### src/rtl/upsizing_rr_arbiter_if.sv
// upsizing_rr_arbiter_if: narrow source streams in, one tagged narrow stream out to the upsizer.
interface upsizing_rr_arbiter_if #(
    parameter int N_SRC = 4,
    parameter int n     = 5
);
    localparam int nb = n * 8;
    localparam int IW = $clog2(N_SRC);

    logic [N_SRC*nb-1:0] s_tdata;
    logic [N_SRC-1:0]    s_tvalid;
    logic [N_SRC-1:0]    s_tready;
    logic [nb-1:0]       m_tdata;
    logic                m_tvalid;
    logic                m_tready;
    logic [IW-1:0]       m_tid;
    logic                busy;

    modport master (
        input  s_tdata, s_tvalid, m_tready,
        output s_tready, m_tdata, m_tvalid, m_tid, busy
    );

    modport slave (
        output s_tdata, s_tvalid, m_tready,
        input  s_tready, m_tdata, m_tvalid, m_tid, busy
    );
endinterface

### src/rtl/upsizing_rr_arbiter.sv
// upsizing_rr_arbiter: round-robin arbiter holding each grant for two accepted beats
// so both halves of an upsized word come from one source.
module upsizing_rr_arbiter #(
    parameter int N_SRC = 4,
    parameter int n     = 5
) (
    input logic                  aclk,
    input logic                  areset,
    upsizing_rr_arbiter_if.master bus
);
    localparam int nb = n * 8;
    localparam int IW = $clog2(N_SRC);
    localparam logic [1:0] IDLE   = 2'd0;
    localparam logic [1:0] FIRST  = 2'd1;
    localparam logic [1:0] SECOND = 2'd2;

    logic [1:0]    state_q, state_d;
    logic [IW-1:0] grant_q, grant_d, last_q, last_d;
    logic [IW-1:0] base, win, c;
    logic          any, busy, fire;

    assign busy = state_q != IDLE;
    assign fire = bus.m_tvalid & bus.m_tready;

    // On the final beat the current grant becomes lowest priority for re-arbitration.
    always_comb begin
        base = (state_q == SECOND) ? grant_q : last_q;
        win  = '0;
        any  = 1'b0;
        c    = '0;
        for (int k = N_SRC; k >= 1; k--) begin
            c = IW'((int'(base) + k) % N_SRC);
            if (bus.s_tvalid[c]) begin
                win = c;
                any = 1'b1;
            end
        end
    end

    always_comb begin
        state_d = (state_q == IDLE) ? (any ? FIRST : IDLE) :
                  !fire ? state_q :
                  (state_q == FIRST) ? SECOND : (any ? FIRST : IDLE);
        grant_d = (((state_q == IDLE) || (state_q == SECOND && fire)) && any) ? win : grant_q;
        last_d  = (state_q == SECOND && fire) ? grant_q : last_q;
    end

    always_ff @(posedge aclk or posedge areset) begin
        if (areset) begin
            state_q <= IDLE;
            grant_q <= '0;
            last_q  <= IW'(N_SRC - 1);
        end else begin
            state_q <= state_d;
            grant_q <= grant_d;
            last_q  <= last_d;
        end
    end

    assign bus.m_tdata  = bus.s_tdata[grant_q*nb +: nb];
    assign bus.m_tvalid = busy & bus.s_tvalid[grant_q];
    assign bus.s_tready = (busy & bus.m_tready) ? (N_SRC'(1) << grant_q) : '0;
    assign bus.m_tid    = grant_q;
    assign bus.busy     = busy;
endmodule

### src/flat_wrapper.sv
// flat-port wrapper written by rule: the top's interface ports become plain ports
module upsizing_rr_arbiter_flat 
#(
    parameter int N_SRC = 4,
    parameter int n     = 5
)
  (aclk, areset, bus_s_tdata, bus_s_tvalid, bus_m_tready, bus_s_tready, bus_m_tdata, bus_m_tvalid, bus_m_tid, bus_busy);
  upsizing_rr_arbiter_if #(.N_SRC(N_SRC), .n(n)) bus_i ();
  input logic aclk;
  input logic areset;
  input wire logic [$bits(bus_i.s_tdata)-1:0] bus_s_tdata;
  input wire logic [$bits(bus_i.s_tvalid)-1:0] bus_s_tvalid;
  input wire logic [$bits(bus_i.m_tready)-1:0] bus_m_tready;
  output wire logic [$bits(bus_i.s_tready)-1:0] bus_s_tready;
  output wire logic [$bits(bus_i.m_tdata)-1:0] bus_m_tdata;
  output wire logic [$bits(bus_i.m_tvalid)-1:0] bus_m_tvalid;
  output wire logic [$bits(bus_i.m_tid)-1:0] bus_m_tid;
  output wire logic [$bits(bus_i.busy)-1:0] bus_busy;
  assign bus_i.s_tdata = bus_s_tdata;
  assign bus_i.s_tvalid = bus_s_tvalid;
  assign bus_i.m_tready = bus_m_tready;
  assign bus_s_tready = bus_i.s_tready;
  assign bus_m_tdata = bus_i.m_tdata;
  assign bus_m_tvalid = bus_i.m_tvalid;
  assign bus_m_tid = bus_i.m_tid;
  assign bus_busy = bus_i.busy;
  upsizing_rr_arbiter #(.N_SRC(N_SRC), .n(n)) u_core (.aclk(aclk), .areset(areset), .bus(bus_i));
endmodule
### config.mk
export PLATFORM = sky130hd
export DESIGN_NAME = upsizing_rr_arbiter_flat
export DESIGN_NICKNAME = d
export VERILOG_FILES = /design/src/rtl/upsizing_rr_arbiter_if.sv /design/src/rtl/upsizing_rr_arbiter.sv /design/src/flat_wrapper.sv
export SDC_FILE = /design/constraint.sdc
export NUM_CORES = 1
export LEC_CHECK = 0
export CORE_AREA = 2 2 84 86
export DETAILED_ROUTE_END_ITERATION = 10
export DIE_AREA = 0 0 86 88
export PLACE_DENSITY = 0.84
export SETUP_SLACK_MARGIN = 0.2
export SLEW_MARGIN = 5
export SYNTH_ARGS = -nofsm -noshare
export SYNTH_HDL_FRONTEND = slang
export SYNTH_SLANG_ARGS = --single-unit
### constraint.sdc
create_clock -name aclk -period 5.2 [get_ports aclk]
set_input_delay 1.04 -clock aclk [delete_from_list [all_inputs] [get_ports aclk]]
set_output_delay 1.04 -clock aclk [all_outputs]
set_load 0.03 [all_outputs]
==> Yosys cells after proc, flatten, opt, wreduce, memory -nomap -nowiden <==
Cells that the tools add are included.
{ "word_totals": {"ff_bits": 6, "inputBits": 167, "output_inout_bits": 48, "wordCells": 50} }
{ "op_classes": {"add_sub_neg": 4, "n_mul": 1, "magnitude_cmp": 5, "n_eq_ne": 2, "n_shift": 2, "mux": 24, "bitwise": 3, "reduce_logical": 6} }
{ "op_table": {"columns": ["operator", "count"], "rows": [
  ["$shiftx 160x9->40", 1],
  ["$mux 2", 8],
  ["$lt 2x3->1 const B", 5],
  ["$bmux 1 s2", 5],
  ["$mux 1", 10],
  ["$mul 2x3->5 const B", 1],
  ["$add 2x1->2 const B", 2],
  ["$add 2x2->2 const B", 2],
  ["$mux 4", 1],
  ["$reduce_bool 2->1", 2],
  ["$shl 1x2->4 const A", 1],
  ["$and 1x1->1", 3],
  ["$eq 2x1->1 const B", 1],
  ["$eq 2x2->1 const B", 1],
  ["$logic_and 1x1->1", 2],
  ["$logic_not 2->1", 1],
  ["$logic_or 1x1->1", 1]
]} }

==> Logic depth before layout (Yosys ltp) <==
Gate-level depths: netlist (run 1).
{ "depth": {"depth_word": 13, "depth_mapped": 6, "depth_no_buf": 4} }

==> Least setup slack after synthesis (run 1) <==
Ideal clock, no wire load.
{ "synth_path": {"kind": "register to output", "startpoint": "register u_core.grant_q[0], in the netlist u_core.bus.m_tid[0]", "endpoint": "output port bus_m_tdata[0]", "arrival_ns": 1.929, "required_time_ns": 4.160, "path_slack_ns": 2.231, "path_stages_with_launch": 5, "path_buffers": 3, "path_cell_list": "dfrtp_1 buf_2 buf_2 buf_2 mux4_2"} }
{ "synth_via": {"elab_chain_len": 2} }
{ "synth_lines": {"columns": ["item", "line_no", "source"], "rows": [
  ["start, declared", "upsizing_rr_arbiter.sv:18", "logic [IW-1:0] grant_q, grant_d, last_q, last_d;"],
  ["start signal, assigned", "upsizing_rr_arbiter.sv:55", "grant_q <= grant_d;"],
  ["$mul 2x3->5", "upsizing_rr_arbiter.sv:60", "assign bus.m_tdata = bus.s_tdata[grant_q*nb +: nb];"],
  ["$shiftx 160x9->40", "upsizing_rr_arbiter.sv:60", null],
  ["end, declared", "flat_wrapper.sv:15", "output wire logic [$bits(bus_i.m_tdata)-1:0] bus_m_tdata;"]
]} }
Every way passes these cells.

==> Worst setup path in the final report (run 1) <==
{ "layout_path": {"startpoint": "input port bus_s_tvalid[3]", "endpoint": "output port bus_m_tvalid"} }
{ "layout_via": {"elab_chain_len": 3} }
{ "layout_lines": {"columns": ["item", "line_no", "source"], "rows": [
  ["start, declared", "flat_wrapper.sv:12", "input wire logic [$bits(bus_i.s_tvalid)-1:0] bus_s_tvalid;"],
  ["$bmux 1 s2", "upsizing_rr_arbiter.sv:61", "assign bus.m_tvalid = busy & bus.s_tvalid[grant_q];"],
  ["$mux 1 (not written as such)", "upsizing_rr_arbiter.sv:61", null],
  ["$and 1x1->1", "upsizing_rr_arbiter.sv:61", null],
  ["end, declared", "flat_wrapper.sv:16", "output wire logic [$bits(bus_i.m_tvalid)-1:0] bus_m_tvalid;"]
]} }
Every way passes these cells. The select of a mux whose other input is x is not followed.

==> impl_metrics.py, run 1 <==
metrics = {
    "run_status": {
        "run_status": "finished clean",
    },
    "layout": {
        "post_route_cells_drive_above_1_share_pct": 16.8,
        "design_area_um2": 3710,
        "nFillCells": 554,
        "area_delta_synth_final_pct": 149,
        "nets": 484,
    },
    "power": {
        "power.static_leakage_nw": 1.33,
        "pwr_density_cell_nw_per_um2": 453,
        "power.ir.vdd_worst_v": 0.000314,
    },
    "setup_path": {
        "timing.critical_path.required_ns": 4.16,
        "source_of_the_worst_register_to_register_timing_path": "u_core.bus.m_tid[1]$_DFFE_PP0P_",
        "crit_path_max_delay_cell_type": "sky130_fd_sc_hd__clkdlybuf4s50_1",
        "critical_path.cell_chain": "clkdlybuf4s50_1, mux4_2, nor2b_1, clkdlybuf4s50_1",
        "startpoint_to_endpoint_class_of_the_critical_path": "input pin to output pin",
        "worst-endpoint-arrival_ns": 2.89,
        "cp-start-kind": "input pin",
        "timing.critical_path.slowest_cell_delay_ns": 0.60,
        "crit_family": "buffers and inverters",
        "regToRegEndpoint": "u_core.bus.m_tid[0]$_DFFE_PP0P_",
        "critical_path_buf_inv_count": 2,
        "critical_path_peak_fanout": 7,
        "worst-r2r-cell-count": 4,
        "rrSetupSlack_ns": 2.78,
        "critical-path-top-cell-by-count": "sky130_fd_sc_hd__clkdlybuf4s50_1",
        "cp-end-kind": "output pin",
    },
    "synthesis": {
        "synth_seq_cells": 6,
        "synth_largest_area_cell": "sky130_fd_sc_hd__mux4_2",
        "postSynthAreaPerCell_um2": 13.4,
        "synth-warning-count": 0,
        "yosysUniqueCellTypes": 34,
        "synthesis.area_um2": 1490,
        "synth_top_cells_by_area": "sky130_fd_sc_hd__mux4_2 62%, sky130_fd_sc_hd__dfrtp_1 6.7%, sky130_fd_sc_hd__dfstp_2 3.5%",
        "synthesis.nets": 278,
        "synth_top_area_share_pct": 62.0,
        "post_synth_inst_count": 111,
        "synth_sequential_area_ratio_pct": 10.2,
    },
    "placed_design": {
        "placement.cell_area_um2": 3660,
        "place_ws_ns": 1.27,
        "io_buffer_count": 214,
        "dp_hpwl_um": 7200,
        "globalplace.congestion": 0.800,
    },
    "floorplan": {
        "core_area_um2": 6640,
        "die_width_um": 86,
        "fp.dieArea_um2": 7570,
        "ios": 215,
        "floorplan.initialDensity_pct": 22.4,
        "die_y_um": 88,
        "placementRows": 30,
    },
    "drt": {
        "routed_wl_um": 8370,
        "drt_iter0_drc": 74,
        "drcViolationCount": 0,
        "drt-met1-wl_um": 3050,
        "drt.antenna.violating_nets": 0,
        "drt-vias-per-instance": 5.05,
        "wire_per_inst_um": 21.0,
        "drt_pre_antenna_iters": 6,
        "wl_met2_um": 4100,
        "top_layer": "met5",
        "met3WireLength_um": 1120,
        "route.vias.total": 2009,
    },
    "clocking": {
        "numCtsBuffers": 3,
        "post-cts-setup-buffers": 0,
        "ctsResizeCount": 0,
        "insertion_delay_ns": 0.22,
        "clock_transition_at_path_regs_ns": 0.04,
        "cts_max_path_buffers": 2,
        "tritoncts": "yes",
        "hold_buffers": 0,
        "cts-htree-levels": 1,
        "cts_root_cell": "sky130_fd_sc_hd__clkbuf_8",
        "clkSinkCount": 6,
    },
    "timing": {
        "timing_hold_violations_final": 0,
        "slew_viol_final": 0,
        "fmax_ghz": 0.254,
        "period_share_pct": 75.6,
        "timing.final.setup_violations": 0,
        "setup_ws_ns": 1.27,
        "timing.clock.skew_ns": 0.000696,
        "setup_total_negative_slack_ns": 0,
        "finalWorstPathRequiredPeriod_ns": 3.93,
        "max-slew-margin-rel_pct": 23.1,
        "tightestPinTransition_ns": 1.15,
        "rsz0062_at_grt": "false",
    },
    "global_routing": {
        "globalRouteOverflowTotal": 0,
        "globalRouteTotalUtil_pct": 19.6,
        "first_global_vias": 2026,
        "grt_first_pass_wirelength_um": 11300,
        "number_of_antenna_violations_at_the_first_check_in_global_routing": 4,
        "grt_max_degree": 54,
    },
    "worst_hold_path": {
        "holdCritStartpoint": "u_core.last_q[0]$_DFFE_PP1P_",
        "hold_depth": 1,
        "min_path_type": "flip-flop to flip-flop",
        "hold_worst_path_end": "u_core.last_q[0]$_DFFE_PP1P_",
    },
    "flow_run": {
        "maxCapViolations": 0,
    },
}
==> registers in the layout, summed over array words and instances (netlist names) <==
signal	count
u_core.bus.m_tid	2
u_core.last_q	2
u_core.state_q	2
==> stage by stage <==
stage	std cells	hold WS, ns	util [%]	total power [mW]
3_5_place_dp	392	0.654	55.1	1.61
6_report	398	0.653	55.8	1.68
3_3_place_gp	392	0.635	55.1	1.59
2_1_floorplan	111	0.573	-	1.06
4_1_cts	396	0.659	55.8	1.69
5_1_grt	396	0.668	55.8	1.76
==> area by class of cell <==
| type | instances | area [um^2] | share of cell area [%] |
|---|---|---|---|
| Inverter | 5 | 18.8 | 0.506 |
| Clock buffer | 4 | 45.0 | 1.21 |
| Tap cell | 80 | 100 | 2.70 |
| Sequential cell | 6 | 155 | 4.18 |
| Timing Repair Buffer | 215 | 2150 | 57.9 |
| Multi-Input combinational cell | 86 | 1240 | 33.3 |
| Antenna cell | 2 | 5.00 | 0.135 |
==> worst max-delay path by stage <==
stage	end	depth (start not counted)	start	slack, ns
finish	bus_m_tvalid	4	bus_s_tvalid[3]	1.27
global route	bus_m_tdata[7]	3	u_core.bus.m_tid[0]$_DFFE_PP0P_	1.06
CTS	bus_m_tdata[7]	3	u_core.bus.m_tid[0]$_DFFE_PP0P_	1.21
detailed placement	bus_m_tvalid	4	bus_s_tvalid[3]	1.27
global placement	bus_m_tvalid	4	bus_s_tvalid[3]	1.28
floorplan	bus_m_tdata[0]	4	u_core.bus.m_tid[0]$_DFFE_PP0P_	2.23
==> cells in the mapped netlist <==
| cell | n |
|---|---|
| sky130_fd_sc_hd__nor2_1 | 4 |
| sky130_fd_sc_hd__nor4bb_1 | 1 |
| sky130_fd_sc_hd__o221ai_1 | 1 |
| sky130_fd_sc_hd__nand3b_1 | 2 |
| sky130_fd_sc_hd__a2111oi_0 | 1 |
| sky130_fd_sc_hd__a21boi_1 | 1 |
| sky130_fd_sc_hd__nor3b_1 | 2 |
| sky130_fd_sc_hd__nor4_1 | 1 |
| sky130_fd_sc_hd__mux4_2 | 41 |
| sky130_fd_sc_hd__clkbuf_1 | 2 |
| sky130_fd_sc_hd__nor2b_1 | 1 |
| sky130_fd_sc_hd__and3b_1 | 1 |
| sky130_fd_sc_hd__nand4b_1 | 1 |
| sky130_fd_sc_hd__o211ai_1 | 2 |
| sky130_fd_sc_hd__o2bb2ai_1 | 1 |
| sky130_fd_sc_hd__or4b_1 | 1 |
| sky130_fd_sc_hd__mux2_2 | 3 |
| sky130_fd_sc_hd__o311ai_0 | 1 |
| sky130_fd_sc_hd__nor3_1 | 2 |
| sky130_fd_sc_hd__dfrtp_1 | 4 |
| sky130_fd_sc_hd__nor2b_4 | 1 |
| sky130_fd_sc_hd__a21o_1 | 3 |
| sky130_fd_sc_hd__a21oi_1 | 1 |
| sky130_fd_sc_hd__inv_1 | 5 |
| sky130_fd_sc_hd__buf_1 | 3 |
| sky130_fd_sc_hd__a41o_1 | 1 |
| sky130_fd_sc_hd__a31oi_1 | 2 |
| sky130_fd_sc_hd__o21ai_0 | 2 |
| sky130_fd_sc_hd__nand2_1 | 7 |
| sky130_fd_sc_hd__or4bb_1 | 1 |
| sky130_fd_sc_hd__dfstp_2 | 2 |
| sky130_fd_sc_hd__buf_6 | 3 |
| sky130_fd_sc_hd__nand3_1 | 1 |
| sky130_fd_sc_hd__buf_2 | 6 |
==> power by group <==
part / total (mW) / internal, mW / switching [mW] / leakage, nW
clock network: 0.0740 / 0.0528 / 0.0212 / 0.0228
registers: 0.229 / 0.0746 / 0.154 / 0.0656
logic: 1.38 / 0.741 / 0.638 / 1.24
==> kinds of logic after synthesis <==
group	count (synthesis)	share of synthesized area (%)
multiplexers	44	64.2
buffers and inverters	19	6.80
AO/OA/AOI/OAI	16	7.89
flip-flops	6	10.2
AND/OR/NAND/NOR	26	10.8
==> placed cells by master, fill, tap and decap left out, types with 2 or more instances in the layout <==
cell / synthesis / final
sky130_fd_sc_hd__clkdlybuf4s50_1: 0 / 214
sky130_fd_sc_hd__mux4_2: 41 / 41
sky130_fd_sc_hd__nand2_1: 7 / 7
sky130_fd_sc_hd__inv_1: 5 / 5
sky130_fd_sc_hd__nor2_1: 4 / 4
sky130_fd_sc_hd__a21o_1: 3 / 3
sky130_fd_sc_hd__mux2_2: 3 / 3
sky130_fd_sc_hd__clkbuf_8: 0 / 3
sky130_fd_sc_hd__diode_2: 0 / 2
sky130_fd_sc_hd__o21ai_0: 2 / 2
sky130_fd_sc_hd__o211ai_1: 2 / 2
sky130_fd_sc_hd__nor3_1: 2 / 2
sky130_fd_sc_hd__nand3b_1: 2 / 2
sky130_fd_sc_hd__nor3b_1: 2 / 2
sky130_fd_sc_hd__a31oi_1: 2 / 2
sky130_fd_sc_hd__dfrtp_2: 0 / 2
sky130_fd_sc_hd__dfstp_2: 2 / 2
sky130_fd_sc_hd__dfrtp_1: 4 / 2
==> metal layers <==
layer | up-vias | track usage [%]
met5 | - | 0
met4 | 4 | 3.61
met3 | 12 | 9.71
met2 | 137 | 32.3
met1 | 955 | 23.5
li1 | 901 | -
Power figures use the tool's default switching activity.
==> run 2, diff against run 1 <==
--- a/config.mk
+++ b/config.mk
@@ -5,10 +5,10 @@
 export SDC_FILE = /design/constraint.sdc
 export NUM_CORES = 1
 export LEC_CHECK = 0
-export CORE_AREA = 2 2 84 86
+export CORE_MARGIN = 2
+export CORE_UTILIZATION = 22
 export DETAILED_ROUTE_END_ITERATION = 10
-export DIE_AREA = 0 0 86 88
-export PLACE_DENSITY = 0.84
+export PLACE_DENSITY = 0.86
 export SETUP_SLACK_MARGIN = 0.2
 export SLEW_MARGIN = 5
 export SYNTH_ARGS = -nofsm -noshare
==> constraint.sdc (replaced) <==
create_clock -name aclk -period 3.24 [get_ports aclk]
set_input_delay 0.648 -clock aclk [delete_from_list [all_inputs] [get_ports aclk]]
set_output_delay 0.648 -clock aclk [all_outputs]
set_load 0.03 [all_outputs]
==> impl_metrics.py, run 2 (synthesized netlist as in run 1, its figures left out) <==
metrics = {
    "run_status": {
        "run_status": "finished clean",
    },
    "layout": {
        "area_delta_synth_final_pct": 152,
        "num_antenna_cells": 0,
        "final_cell_count_no_fill": 397,
        "nets": 488,
        "layout.cells.most_common_list": "212 x sky130_fd_sc_hd__clkdlybuf4s50_1, 41 x sky130_fd_sc_hd__mux4_2, 7 x sky130_fd_sc_hd__nand2_1",
        "layout_commonest_cell": "sky130_fd_sc_hd__clkdlybuf4s50_1",
        "post_route_cells_drive_above_1_share_pct": 17.8,
        "nFillCells": 551,
        "layout.core_utilization_pct": 58.2,
    },
    "timing": {
        "period_share_pct": 90.5,
        "timing_hold_violations_final": 0,
        "setup_total_negative_slack_ns": 0,
        "max-slew-margin-rel_pct": 65.9,
        "rsz0062_at_grt": "false",
        "tightestPinTransition_ns": 0.507,
        "finalWorstPathRequiredPeriod_ns": 2.93,
        "slew_viol_final": 0,
        "timing.final.setup_violations": 0,
        "fmax_ghz": 0.341,
        "timing.clock.skew_ns": 0.00197,
    },
    "power": {
        "pwr_density_cell_nw_per_um2": 725,
        "power.static_leakage_nw": 1.38,
        "power.ir.vdd_worst_v": 0.000449,
    },
    "setup_path": {
        "critical_path_buf_inv_count": 2,
        "worst-endpoint-arrival_ns": 2.29,
        "crit_path_max_delay_cell_type": "sky130_fd_sc_hd__clkdlybuf4s50_1",
        "critical_path_peak_fanout": 5,
        "critical_path.cell_chain": "clkdlybuf4s50_1, nand2_1, nor3b_1, clkdlybuf4s50_1",
        "crit_path_start": "bus_m_tready",
        "critical-path-top-cell-by-count": "sky130_fd_sc_hd__clkdlybuf4s50_1",
        "source_of_the_worst_register_to_register_timing_path": "u_core.state_q[1]$_DFFE_PP0P_",
        "timing.critical_path.required_ns": 2.59,
        "cp-end-kind": "output pin",
        "crit_family": "buffers and inverters",
        "cp-start-kind": "input pin",
        "startpoint_to_endpoint_class_of_the_critical_path": "input pin to output pin",
        "timing.critical_path.slowest_cell_delay_ns": 0.71,
    },
    "floorplan": {
        "core_area_um2": 6460,
        "placementRows": 29,
        "ios": 215,
        "fp.dieArea_um2": 7450,
        "die_y_um": 86.3,
        "die_width_um": 86.3,
        "floorplan.initialDensity_pct": 23.1,
    },
    "placed_design": {
        "globalplace.congestion": 0.864,
        "placed_cells": 393,
        "dp_hpwl_um": 7240,
        "io_buffer_count": 214,
    },
    "global_routing": {
        "grt_first_pass_wirelength_um": 11900,
        "number_of_antenna_violations_at_the_first_check_in_global_routing": 0,
        "first_global_vias": 2160,
        "grt_max_degree": 36,
        "globalRouteOverflowTotal": 0,
        "globalRouteTotalUtil_pct": 21.0,
    },
    "clocking": {
        "numCtsBuffers": 3,
        "cts_root_cell": "sky130_fd_sc_hd__clkbuf_8",
        "post-cts-setup-buffers": 0,
        "cts-htree-levels": 1,
        "clkSinkCount": 6,
        "clock_transition_at_path_regs_ns": 0.04,
        "insertion_delay_ns": 0.22,
        "cts_max_path_buffers": 2,
        "tritoncts": "yes",
    },
    "drt": {
        "drt-met1-wl_um": 2700,
        "drcViolationCount": 0,
        "drt.antenna.violating_nets": 0,
        "route.vias.total": 2010,
        "wire_per_inst_um": 20.8,
        "routed_wl_um": 8270,
        "top_layer": "met4",
        "drt_pre_antenna_iters": 4,
        "drt-vias-per-instance": 5.06,
        "met3WireLength_um": 636,
        "drt_iter0_drc": 62,
        "wl_met2_um": 4640,
    },
    "worst_hold_path": {
        "min_path_type": "input pin to async pin",
    },
    "flow_run": {
        "maxCapViolations": 0,
    },
}
-- run 2: path summary, 6_finish.rpt --
path / endpoint / slack, ns / cells after the start
max: bus_s_tready[2] / 0.31 / 4
min: u_core.state_q[1]$_DFFE_PP0P_ / 0.64 / 2
min in group aclk: u_core.last_q[0]$_DFFE_PP1P_ / 0.64 / 1
max in group asynchronous: u_core.last_q[1]$_DFFE_PP1P_ / 2.34 / 2
min reg2reg: u_core.last_q[0]$_DFFE_PP1P_ / 0.64 / 1
max reg2reg: u_core.bus.m_tid[1]$_DFFE_PP0P_ / 1.50 / 4
-- run 2: per-layer routing --
| layer | vias up | track usage (%) |
|---|---|---|
| met5 | - | 0 |
| met3 | 22 | 4.67 |
| li1 | 905 | - |
| met4 | 0 | 7.67 |
| met1 | 979 | 21.9 |
| met2 | 104 | 40.7 |
-- run 2: cell type report --
type	count	area, um^2	share of cell area, %
Timing Repair Buffer	219	2210	58.7
Multi-Input combinational cell	86	1240	32.9
Sequential cell	6	155	4.13
Tap cell	77	96.3	2.56
Clock buffer	4	45.0	1.20
Inverter	5	18.8	0.500
-- run 2: repair_timing --
action                                  in CTS  in global routing
endpoints found under the hold margin        0                  0
hold buffers                                 0                  0
pin swaps                                    0                  0
endpoints found under the setup margin       1                  1
resized for setup                            1                  1
-- run 2: per-stage QoR --
stage	setup slack, ns	hold slack (ns)	power [mW]	instance area (um^2)
6_report	0.307	0.637	2.73	3760
5_1_grt	0.240	0.655	2.87	3760
4_1_cts	0.285	0.638	2.75	3750
3_5_place_dp	0.132	0.634	2.63	3710
3_3_place_gp	0.147	0.625	2.60	3710
2_1_floorplan	0.663	0.438	1.71	1490
-- run 2: where the power goes --
part | internal (mW) | switching, mW
clock | 0.0848 | 0.0343
sequential | 0.123 | 0.0957
combinational | 1.22 | 1.17
